$ cat config.mk
export PLATFORM = sky130hd
export DESIGN_NAME = fractal_sync_requester
export DESIGN_NICKNAME = d
export VERILOG_FILES = /design/src/rtl/fractal_sync_requester.sv
export SDC_FILE = /design/constraint.sdc
export NUM_CORES = 1
export LEC_CHECK = 0
export ABC_AREA = 1
export CORE_MARGIN = 2
export CORE_UTILIZATION = 53
export DETAILED_ROUTE_END_ITERATION = 16
export GPL_ROUTABILITY_DRIVEN = 0
export PLACE_DENSITY = 0.89
export SYNTH_ARGS = -nofsm -noshare
export SYNTH_HDL_FRONTEND = slang
export SYNTH_SLANG_ARGS = --single-unit
$ cat constraint.sdc
create_clock -name clk_i -period 4.6 [get_ports clk_i]
set_input_delay 0.92 -clock clk_i [delete_from_list [all_inputs] [get_ports clk_i]]
set_output_delay 0.92 -clock clk_i [all_outputs]
set_load 0.01 [all_outputs]
$ cat src/rtl/fractal_sync_requester.sv
// Leaf-side initiator for the fractal synchronization tree: turns a core
// request/response handshake into sync/level/ack toward one node slave port.
module fractal_sync_requester #(
    parameter int LVL_WIDTH = 2,
    parameter int IDX_WIDTH = (LVL_WIDTH > 1) ? $clog2(LVL_WIDTH) : 1,
    parameter int CNT_WIDTH = 16
) (
    input  logic                 clk_i,
    input  logic                 rstn_i,
    input  logic                 req_valid_i,
    output logic                 req_ready_o,
    input  logic [IDX_WIDTH-1:0] req_level_i,
    output logic                 rsp_valid_o,
    input  logic                 rsp_ready_i,
    output logic                 rsp_error_o,
    output logic [CNT_WIDTH-1:0] rsp_cycles_o,
    output logic                 sync_o,
    output logic [LVL_WIDTH-1:0] level_o,
    output logic                 ack_o,
    input  logic                 wake_i,
    input  logic                 error_i
);

    typedef enum logic [2:0] {
        IDLE,
        ISSUE,
        WAIT_WAKE,
        ACK,
        RESP,
        DRAIN
    } state_e;

    localparam logic [31:0] LVL_MAX = LVL_WIDTH;

    state_e               state_q, state_d;
    logic [LVL_WIDTH-1:0] level_q, level_d;
    logic                 err_q, err_d;
    logic [CNT_WIDTH-1:0] cnt_q, cnt_d;
    logic [CNT_WIDTH-1:0] cnt_inc;
    logic                 lvl_ok;

    assign lvl_ok  = 32'(req_level_i) < LVL_MAX;
    assign cnt_inc = (&cnt_q) ? cnt_q : cnt_q + CNT_WIDTH'(1);

    always_comb begin
        state_d     = state_q;
        level_d     = level_q;
        err_d       = err_q;
        cnt_d       = cnt_q;
        req_ready_o = 1'b0;
        rsp_valid_o = 1'b0;
        sync_o      = 1'b0;
        ack_o       = 1'b0;
        unique case (state_q)
            IDLE: begin
                req_ready_o = 1'b1;
                if (req_valid_i) begin
                    cnt_d = '0;
                    if (lvl_ok) begin
                        level_d = LVL_WIDTH'(1) << req_level_i;
                        err_d   = 1'b0;
                        state_d = ISSUE;
                    end else begin
                        level_d = '0;
                        err_d   = 1'b1;
                        state_d = RESP;
                    end
                end
            end
            ISSUE: begin
                sync_o  = 1'b1;
                cnt_d   = cnt_inc;
                state_d = WAIT_WAKE;
            end
            WAIT_WAKE: begin
                if (wake_i) begin
                    state_d = ACK;
                end else begin
                    cnt_d = cnt_inc;
                end
            end
            ACK: begin
                ack_o   = 1'b1;
                // wake dropping before our ack is a protocol violation
                err_d   = error_i | ~wake_i;
                state_d = RESP;
            end
            RESP: begin
                rsp_valid_o = 1'b1;
                if (rsp_ready_i) begin
                    level_d = '0;
                    state_d = wake_i ? DRAIN : IDLE;
                end
            end
            DRAIN: begin
                if (!wake_i) begin
                    state_d = IDLE;
                end
            end
            default: state_d = IDLE;
        endcase
    end

    always_ff @(posedge clk_i) begin
        if (!rstn_i) begin
            state_q <= IDLE;
            level_q <= '0;
            err_q   <= 1'b0;
            cnt_q   <= '0;
        end else begin
            state_q <= state_d;
            level_q <= level_d;
            err_q   <= err_d;
            cnt_q   <= cnt_d;
        end
    end

    assign level_o      = level_q;
    assign rsp_error_o  = err_q;
    assign rsp_cycles_o = cnt_q;

endmodule

# Word-level counts from Yosys, hierarchy flattened
# Cells that the tools add are included.
# Widths: inputs -> output; s select.
dict set report totals {
  out_inout_bits 23
  word_cells 46
  in_bits 7
  register_bits 22
}
dict set report op_classes {
  addsub 1
  bitwise_logic 2
  shift 1
  n_reduce_logical 9
  n_mux 19
  n_eq_ne 10
}
# op count
set op_table {}
lappend op_table {{$mux 16} 3}
lappend op_table {{$pmux 16 s3} 1}
lappend op_table {{$pmux 3 s6} 1}
lappend op_table {{$add 16x1->16 const B} 1}
lappend op_table {{$reduce_and 16->1} 1}
lappend op_table {{$mux 3} 5}
lappend op_table {{$ne 2x2->1 const B} 5}
lappend op_table {{$eq 3x2->1 const B} 2}
lappend op_table {{$eq 3x3->1 const B} 2}
lappend op_table {{$reduce_and 3->1} 2}
lappend op_table {{$mux 1} 5}
lappend op_table {{$mux 2} 2}
lappend op_table {{$pmux 2 s2} 1}
lappend op_table {{$reduce_and 4->1} 1}
lappend op_table {{$reduce_bool 2->1} 2}
lappend op_table {{$eq 3x1->1 const B} 1}
lappend op_table {{$logic_not 3->1} 1}
lappend op_table {{$reduce_bool 3->1} 1}
lappend op_table {{$pmux 1 s2} 1}
lappend op_table {{$reduce_and 2->1} 1}
lappend op_table {{$shl 1x1->2 const A} 1}
lappend op_table {{$not 1->1} 1}
lappend op_table {{$or 1x1->1} 1}

# Logic depth before layout (Yosys ltp)
# Gate-level depths: netlist (run 1).
dict set report depth {
  ltp_word 4
  ltp_mapped 11
  mapped_depth_nobuf 11
}

# Worst setup path after synthesis (run 1)
# Ideal clock, no wire load.
dict set report synth_path {
  path_kind {reg-to-output}
  from {reg state_q[2]}
  to {out rsp_valid_o}
  path_buffers 1
  setup_slack_ns 2.903
  t_arrival_ns 0.777
  stages_incl_launch_ff 4
  required_time_ns 3.680
  cell_sequence {dfxtp_1 > buf_2 > clkinv_2 > nor2_1}
}
dict set report synth_via {
  elab_chain_cells 2
}
# element line
set synth_lines {}
lappend synth_lines {{start, declared} 35} ;# state_e state_q, state_d;
lappend synth_lines {{start signal, assigned} 111} ;# state_q <= state_d;
lappend synth_lines {{$eq 3x3->1} 54} ;# unique case (state_q)
lappend synth_lines {{$mux 1} 54}
lappend synth_lines {{end, declared} 13} ;# output logic rsp_valid_o,
# No other way between the ends.

# Worst setup path in the final report (run 1)
# Ends and elaborated chain as after synthesis.

==> results of run 1 <==
==> sequential cells by signal, summed over array words and instances (netlist names) <==
register / cells
state_q: 3
rsp_error_o: 1
rsp_cycles_o: 16
level_o: 2
==> how the worst min path moves through the flow <==
stage	startpoint	end	slack, ns	cells past startpoint
5_1_grt	level_o[0]	level_o[0]	0.50	2
6_report	level_o[0]	level_o[0]	0.47	2
2_1_floorplan	level_o[0]	level_o[0]	0.48	2
3_5_place_dp	level_o[0]	level_o[0]	0.46	2
4_1_cts	level_o[0]	level_o[0]	0.47	2
3_3_place_gp	level_o[0]	level_o[0]	0.45	2
==> stage by stage <==
step	hold WS [ns]	util (%)	total power, W
after floorplan	0.4829	-	0.0003292
after global placement	0.4538	67.18	0.0003690
after detailed placement	0.4579	67.18	0.0003705
after CTS	0.4748	68.09	0.0004556
after global routing	0.5028	68.09	0.0004843
final	0.4659	68.09	0.0004523
==> cell usage in the layout, fill, tap and decap left out <==
cell type,Yosys,layout
nand2_1,57,57
a21oi_2,1,1
inv_1,20,20
nand4_1,3,3
a21oi_1,10,10
nand3b_1,1,1
nor2_4,2,2
o21ai_0,8,8
o21bai_1,1,1
nand3_2,1,1
dfxtp_1,22,22
inv_2,3,3
nor2_2,7,7
xor2_1,2,2
o21ai_1,3,3
nor3_1,1,1
nand2_4,1,1
clkinv_2,1,1
nand2_2,5,5
xnor2_1,2,2
nor2_1,28,28
o21a_1,3,3
clkbuf_4,0,3
nand3_1,25,25
clkinv_1,1,1
clkdlybuf4s50_1,0,29
ha_1,1,1
==> critical path, cell delays in order (launching register included) <==
cell and delay [ns]:
dfxtp_1 0.49, clkinv_2 0.15, nor2_1 0.20, clkdlybuf4s50_1 0.57
==> cell type report <==
class / instances / area [sq um] / share of cell area (%)
flip-flops and latches: 22 / 440.4 / 26.35
inverters: 25 / 95.09 / 5.689
well taps: 30 / 37.54 / 2.246
multi-input cells: 162 / 785.8 / 47.01
clock buffers: 3 / 22.52 / 1.347
repair buffers: 29 / 290.3 / 17.37
==> layer usage <==
layer  track usage, %  up-vias  part of all wire [%]
li1                 -      738                     -
met1            33.61      631                    50
met2            33.73       48                    44
met3            2.732        4                   5.2
met4            9.167        0                  0.96
met5                0        -                     0
==> cell families (layout without fill, tap and decap cells) <==
group,Yosys count,count (layout),synth area share (%)
xor gates and xnor gates,4,4,2.598
AOI/OAI and AO/OA,26,26,10.67
and+or+nand+nor,131,131,44.06
adders and majority gates,1,1,0.9275
buffers and inverters,29,57,9.090
DFF,22,22,32.65
==> power by group through the flow <==
stage | combinational, W | clock, W | sequential (W)
after global routing | 0.000177 | 0.0000949 | 0.000212
after floorplan | 0.000115 | 0 | 0.000214
final | 0.000158 | 0.0000841 | 0.000210
after global placement | 0.000155 | 0 | 0.000214
after detailed placement | 0.000156 | 0 | 0.000214
after CTS | 0.000157 | 0.0000881 | 0.000210
==> out/qor.yml, run 1 <==
critical_path:
  worst_ep_arrival_time_ns: 1.70
  reg2reg_to: "rsp_cycles_o[13]"
  crit_required_ns: 3.68
  endpoint_kind: "output pin"
  r2r_start: "rsp_cycles_o[0]"
  startpoint_type: "register"
  crit_fanout: 8
  crit_path_end: "rsp_valid_o"
  critPathLaunch: "state_q[2]"
  ff2ff_setup_slack_ns: 2.86
  reg2reg_depth: 11
  crit_type: "reg -> out"
timing:
  finalSetupViolations: 0
  clock.fmax_ghz: 0.3813
  layout_worst_path_cycle_share_pct: 57.02
  rsz0062_at_grt: "no"
  setup_tns_ns: 0
  slew_violations: 0
  tightest_slew_ns: 0.5559
  fin_crit_ns: 2.623
  max_slew_margin_pct: 62.90
  timing.final.ws_setup_ns: 1.977
  fin_worst_skew_ns: 0.001252
  hold_viol: 0
final_layout:
  area_growth_pct: 23.93
  post-route-cell-area_sq_um: 1672
  diodes: 0
  n_fill_cell: 208
  drive_gt1_share_pct: 9.959
  instances_no_fill: 271
  nets: 251
pwr:
  peakVddDrop_mv: 0.2472
  switchingPower_w: 0.0001631
  p_seq_share_pct: 46.5
  pwr-share-clk_pct: 18.6
  power_frac_comb_pct: 34.9
  p_leak_nw: 0.6620
  p_int_w: 0.0002892
  powerDensity_nw_per_um2: 270.6
  netSwitchingFraction_pct: 36.06
detailed_routing:
  vias: 1421
  drc: 0
  drt_iter0_markers: 37
  viasPerCell: 5.244
  ant_nets: 0
  firstDrtPassIters: 4
  wl_um: 3022
  wire_per_inst_um: 11.15
placed_design:
  dpl.hpwl_um: 2289
  dpl-instance-area_sq_um: 1649
  place_ws_ns: 2.261
  placed_cells: 268
  io_buffers: 29
yosys:
  yosys.area.top_type: "dfxtp_1"
  ys_warn_count: 0
  ys_seq_area_share_pct: 32.65
  ys_top_cells_by_area: "dfxtp_1 (33%), nand2_1 (16%), nand3_1 (9.3%), nor2_1 (7.8%), inv_1 (5.6%)"
  syn_area_per_cell_sq_um: 6.332
  synth_cells: 213
  synth_nets: 221
  synth_seq_cells: 22
  synth_cell_types: 29
  synth_area_sq_um: 1349
  synth_edf_count: 0
  synth_top_area_share_pct: 32.65
  synth-async-reset-ratio_pct: 0
  synth.most_common_cell: "nand2_1"
  synth_ff_type: "dfxtp_1"
  synth_commonest_cells: "nand2_1 (57), nor2_1 (28), nand3_1 (25), dfxtp_1 (22), inv_1 (20)"
cts:
  htreeDepth: 1
  insertion_delay_ns: 0.30
  cts_buffer_depth: 2
  post_cts_resize_count: 0
  clkTransAtPathRegs_ns: 0.11
  root_buffer: "clkbuf_4"
  post-cts-setup-buffers: 0
  ctsHoldBuffers: 0
  cts_buffers: 3
  cts_sinks: 22
  cts_tree: "yes"
global_routing:
  grt_overflow: 0
  grt_pass1_vias: 1183
  antenna_found_initial: 0
  grt_max_degree: 14
  track_usage_pct: 22.88
  grt_pass1_wl_um: 4940
floorplan:
  die_w_um: 54.45
  die_area_sq_um: 2964
  ios: 30
  die_y_um: 54.45
  num_rows: 18
  start_util_pct: 54.94
  core_area_sq_um: 2455
status:
  status: "finished, final reports clean"
flow_run:
  maxCapViolCount: 0
min_path:
  worstHoldPathType: "reg -> reg"
No activity file was read; power rests on OpenSTA's default activity.
==> inputs of run 2 (changes only) <==
- CORE_UTILIZATION: 53 -> 50
- PLACE_DENSITY: 0.89 -> 0.85
- clock period: 4.6 -> 2.42 ns (I/O delays scaled with it)
==> run 2 against run 1 <==
  * Worst hold slack gained 0.016 ns
  * Largest cell class unchanged
  * Power grew 95%
  * Clock-buffer cell count is the same
  * Highest routed layer unchanged
  * Die area grew 5.6%
  * Core utilization shrank 1.5 points
  * Critical path type unchanged
  * Largest power group unchanged
  * Critical endpoint unchanged
  * Flip-flop and latch count is the same
==> out/qor.yml, run 2 (synthesized netlist as in run 1, its figures left out) <==
timing:
  fin_worst_skew_ns: 0.009255  # +0.008003 ns
  rsz0062_at_grt: "no"
  layout_worst_path_cycle_share_pct: 90.12
  clock.fmax_ghz: 0.4585
  max_slew_margin_pct: 75.39  # +12 points
  hold_viol: 0  # unchanged
  tightest_slew_ns: 0.3681  # -0.1878 ns
  fin_crit_ns: 2.181
  slew_violations: 0  # unchanged
  finalSetupViolations: 0  # unchanged
  setup_tns_ns: 0  # unchanged
  timing.final.ws_setup_ns: 0.2390  # -1.738 ns
  holdWs_ns: 0.4821  # +0.01622 ns
critical_path:
  critPathMaxStageDelay_ns: 0.57  # about the same
  path_cells: "clkinv_2 -> nor2_1 -> clkdlybuf4s50_1"
  worst_ep_arrival_time_ns: 1.70  # about the same
  crit_family: "buffers and inverters"
  crit_fanout: 8  # unchanged
  slowest_stage: "clkdlybuf4s50_1"
  crit_required_ns: 1.94  # -1.74 ns
  path_buf_inv: 2  # unchanged
  startpoint_type: "register"
  ff2ff_setup_slack_ns: 0.68  # -2.18 ns
  crit_type: "reg -> out"
  endpoint_kind: "output pin"
floorplan:
  core_area_sq_um: 2522  # +2.8%
  die_w_um: 55.94  # +2.7%
  num_rows: 18  # unchanged
  die_y_um: 55.94  # +2.7%
  die_area_sq_um: 3129  # +5.6%
  ios: 30  # unchanged
  start_util_pct: 53.47  # -1.5 points
final_layout:
  diodes: 0  # unchanged
  final_cell_mix: "nand2_1 (57), clkdlybuf4s50_1 (29), nor2_1 (28)"
  multi_input_area_sq_um: 785.8  # unchanged
  area_growth_pct: 24.49
  nets: 252  # +0.40%
  instances_no_fill: 272  # +0.37%
  final_common_cell: "nand2_1"
  largest_register_ffs: 16  # unchanged
  regArea_sq_um: 440.4  # unchanged
  n_fill_cell: 237  # +14%
  drive_gt1_share_pct: 10.33  # +0.37 points
global_routing:
  grt_max_degree: 14  # unchanged
  track_usage_pct: 21.46  # -1.4 points
  grt_pass1_vias: 1206  # +1.9%
  grt_pass1_wl_um: 5416  # +9.6%
  antenna_found_initial: 0  # unchanged
  grt_overflow: 0  # unchanged
cts:
  clkTransAtPathRegs_ns: 0.11  # about the same
  insertion_delay_ns: 0.31  # about the same
  cts_buffers: 3  # unchanged
  post_cts_resize_count: 0  # unchanged
  cts_tree: "yes"
  cts_buffer_depth: 2  # unchanged
  post-cts-setup-buffers: 0  # unchanged
  root_buffer: "clkbuf_4"
  htreeDepth: 1  # unchanged
  ctsHoldBuffers: 0  # unchanged
  cts_sinks: 22  # unchanged
pwr:
  powerDensity_nw_per_um2: 525.9  # +94%
  p_int_w: 0.0005568  # +93%
  peakVddDrop_mv: 0.4414  # +79%
  p_seq_share_pct: 45.3  # -1.2 points
  switchingPower_w: 0.0003261  # +100%
  p_leak_nw: 0.6670  # +0.75%
  power_frac_comb_pct: 35.5  # +0.6 points
  netSwitchingFraction_pct: 36.94  # +0.87 points
  pwr-share-clk_pct: 19.2  # +0.6 points
status:
  status: "finished, final reports clean"
detailed_routing:
  firstDrtPassIters: 4  # unchanged
  drt_iter0_markers: 53  # +43%
  wl_um: 3146  # +4.1%
  viasPerCell: 5.210  # -0.65%
  vias: 1417  # -0.28%
  wire_per_inst_um: 11.57  # +3.7%
  ant_nets: 0  # unchanged
  drc: 0  # unchanged
placed_design:
  placed_cells: 269  # +0.37%
  place_ws_ns: 0.5065  # -1.755 ns
  io_buffers: 29  # unchanged
  dpl.hpwl_um: 2426  # +6.0%
min_path:
  worstHoldPathType: "reg -> reg"
flow_run:
  maxCapViolCount: 0  # unchanged
==> run 2: cell types whose count changed in the layout (fill, tap and decap cells not counted) <==
| cell | delta |
|---|---|
| buf_4 | +1 |
==> run 2: tightest hold or removal path, cell delays in order (launching register included) <==
cell     delay, ns
dfxtp_1       0.33
nand2_1       0.06
a21oi_1       0.06
==> run 2: layer usage <==
| metal | vias up | global-route usage, % | wire length, um |
|---|---|---|---|
| met5 | - | 0 | 0 |
| met3 | 2 | 4.186 | 205 |
| li1 | 737 | - | - |
| met2 | 42 | 33.67 | 1369 |
| met4 | 0 | 4.082 | 17 |
| met1 | 636 | 30.89 | 1554 |
==> run 2: power groups by stage <==
stage | logic (W) | registers, W | clock network, W
floorplan | 0.000218 | 0.000408 | 0
global placement | 0.000304 | 0.000408 | 0
detailed placement | 0.000310 | 0.000408 | 0
CTS | 0.000312 | 0.000400 | 0.000172
global route | 0.000349 | 0.000403 | 0.000183
finish | 0.000313 | 0.000400 | 0.000170
==> run 2: final timing paths <==
path / from / end / cells after the start
worst min-delay path: level_o[0] / level_o[0] / 2
worst max register to register: rsp_cycles_o[1] / rsp_cycles_o[15] / 11
worst max-delay path: state_q[2] / rsp_valid_o / 3
worst min register to register: level_o[0] / level_o[0] / 2
==> run 2: layout make-up <==
class                      instances  area share (%)
clock buffer                       3           1.341
inverter                          25           5.663
multi-input combinational        162           46.80
sequential                        22           26.23
tap                               30           2.235
timing repair buffer              30           17.73
==> run 2: metrics by stage <==
step	total power (W)	area [sq um]	utilization, %
after floorplan	0.0006257	1349	-
after global placement	0.0007121	1657	65.67
after detailed placement	0.0007186	1657	65.67
after CTS	0.0008840	1679	66.57
after global routing	0.0009355	1679	66.57
final	0.0008830	1679	66.57
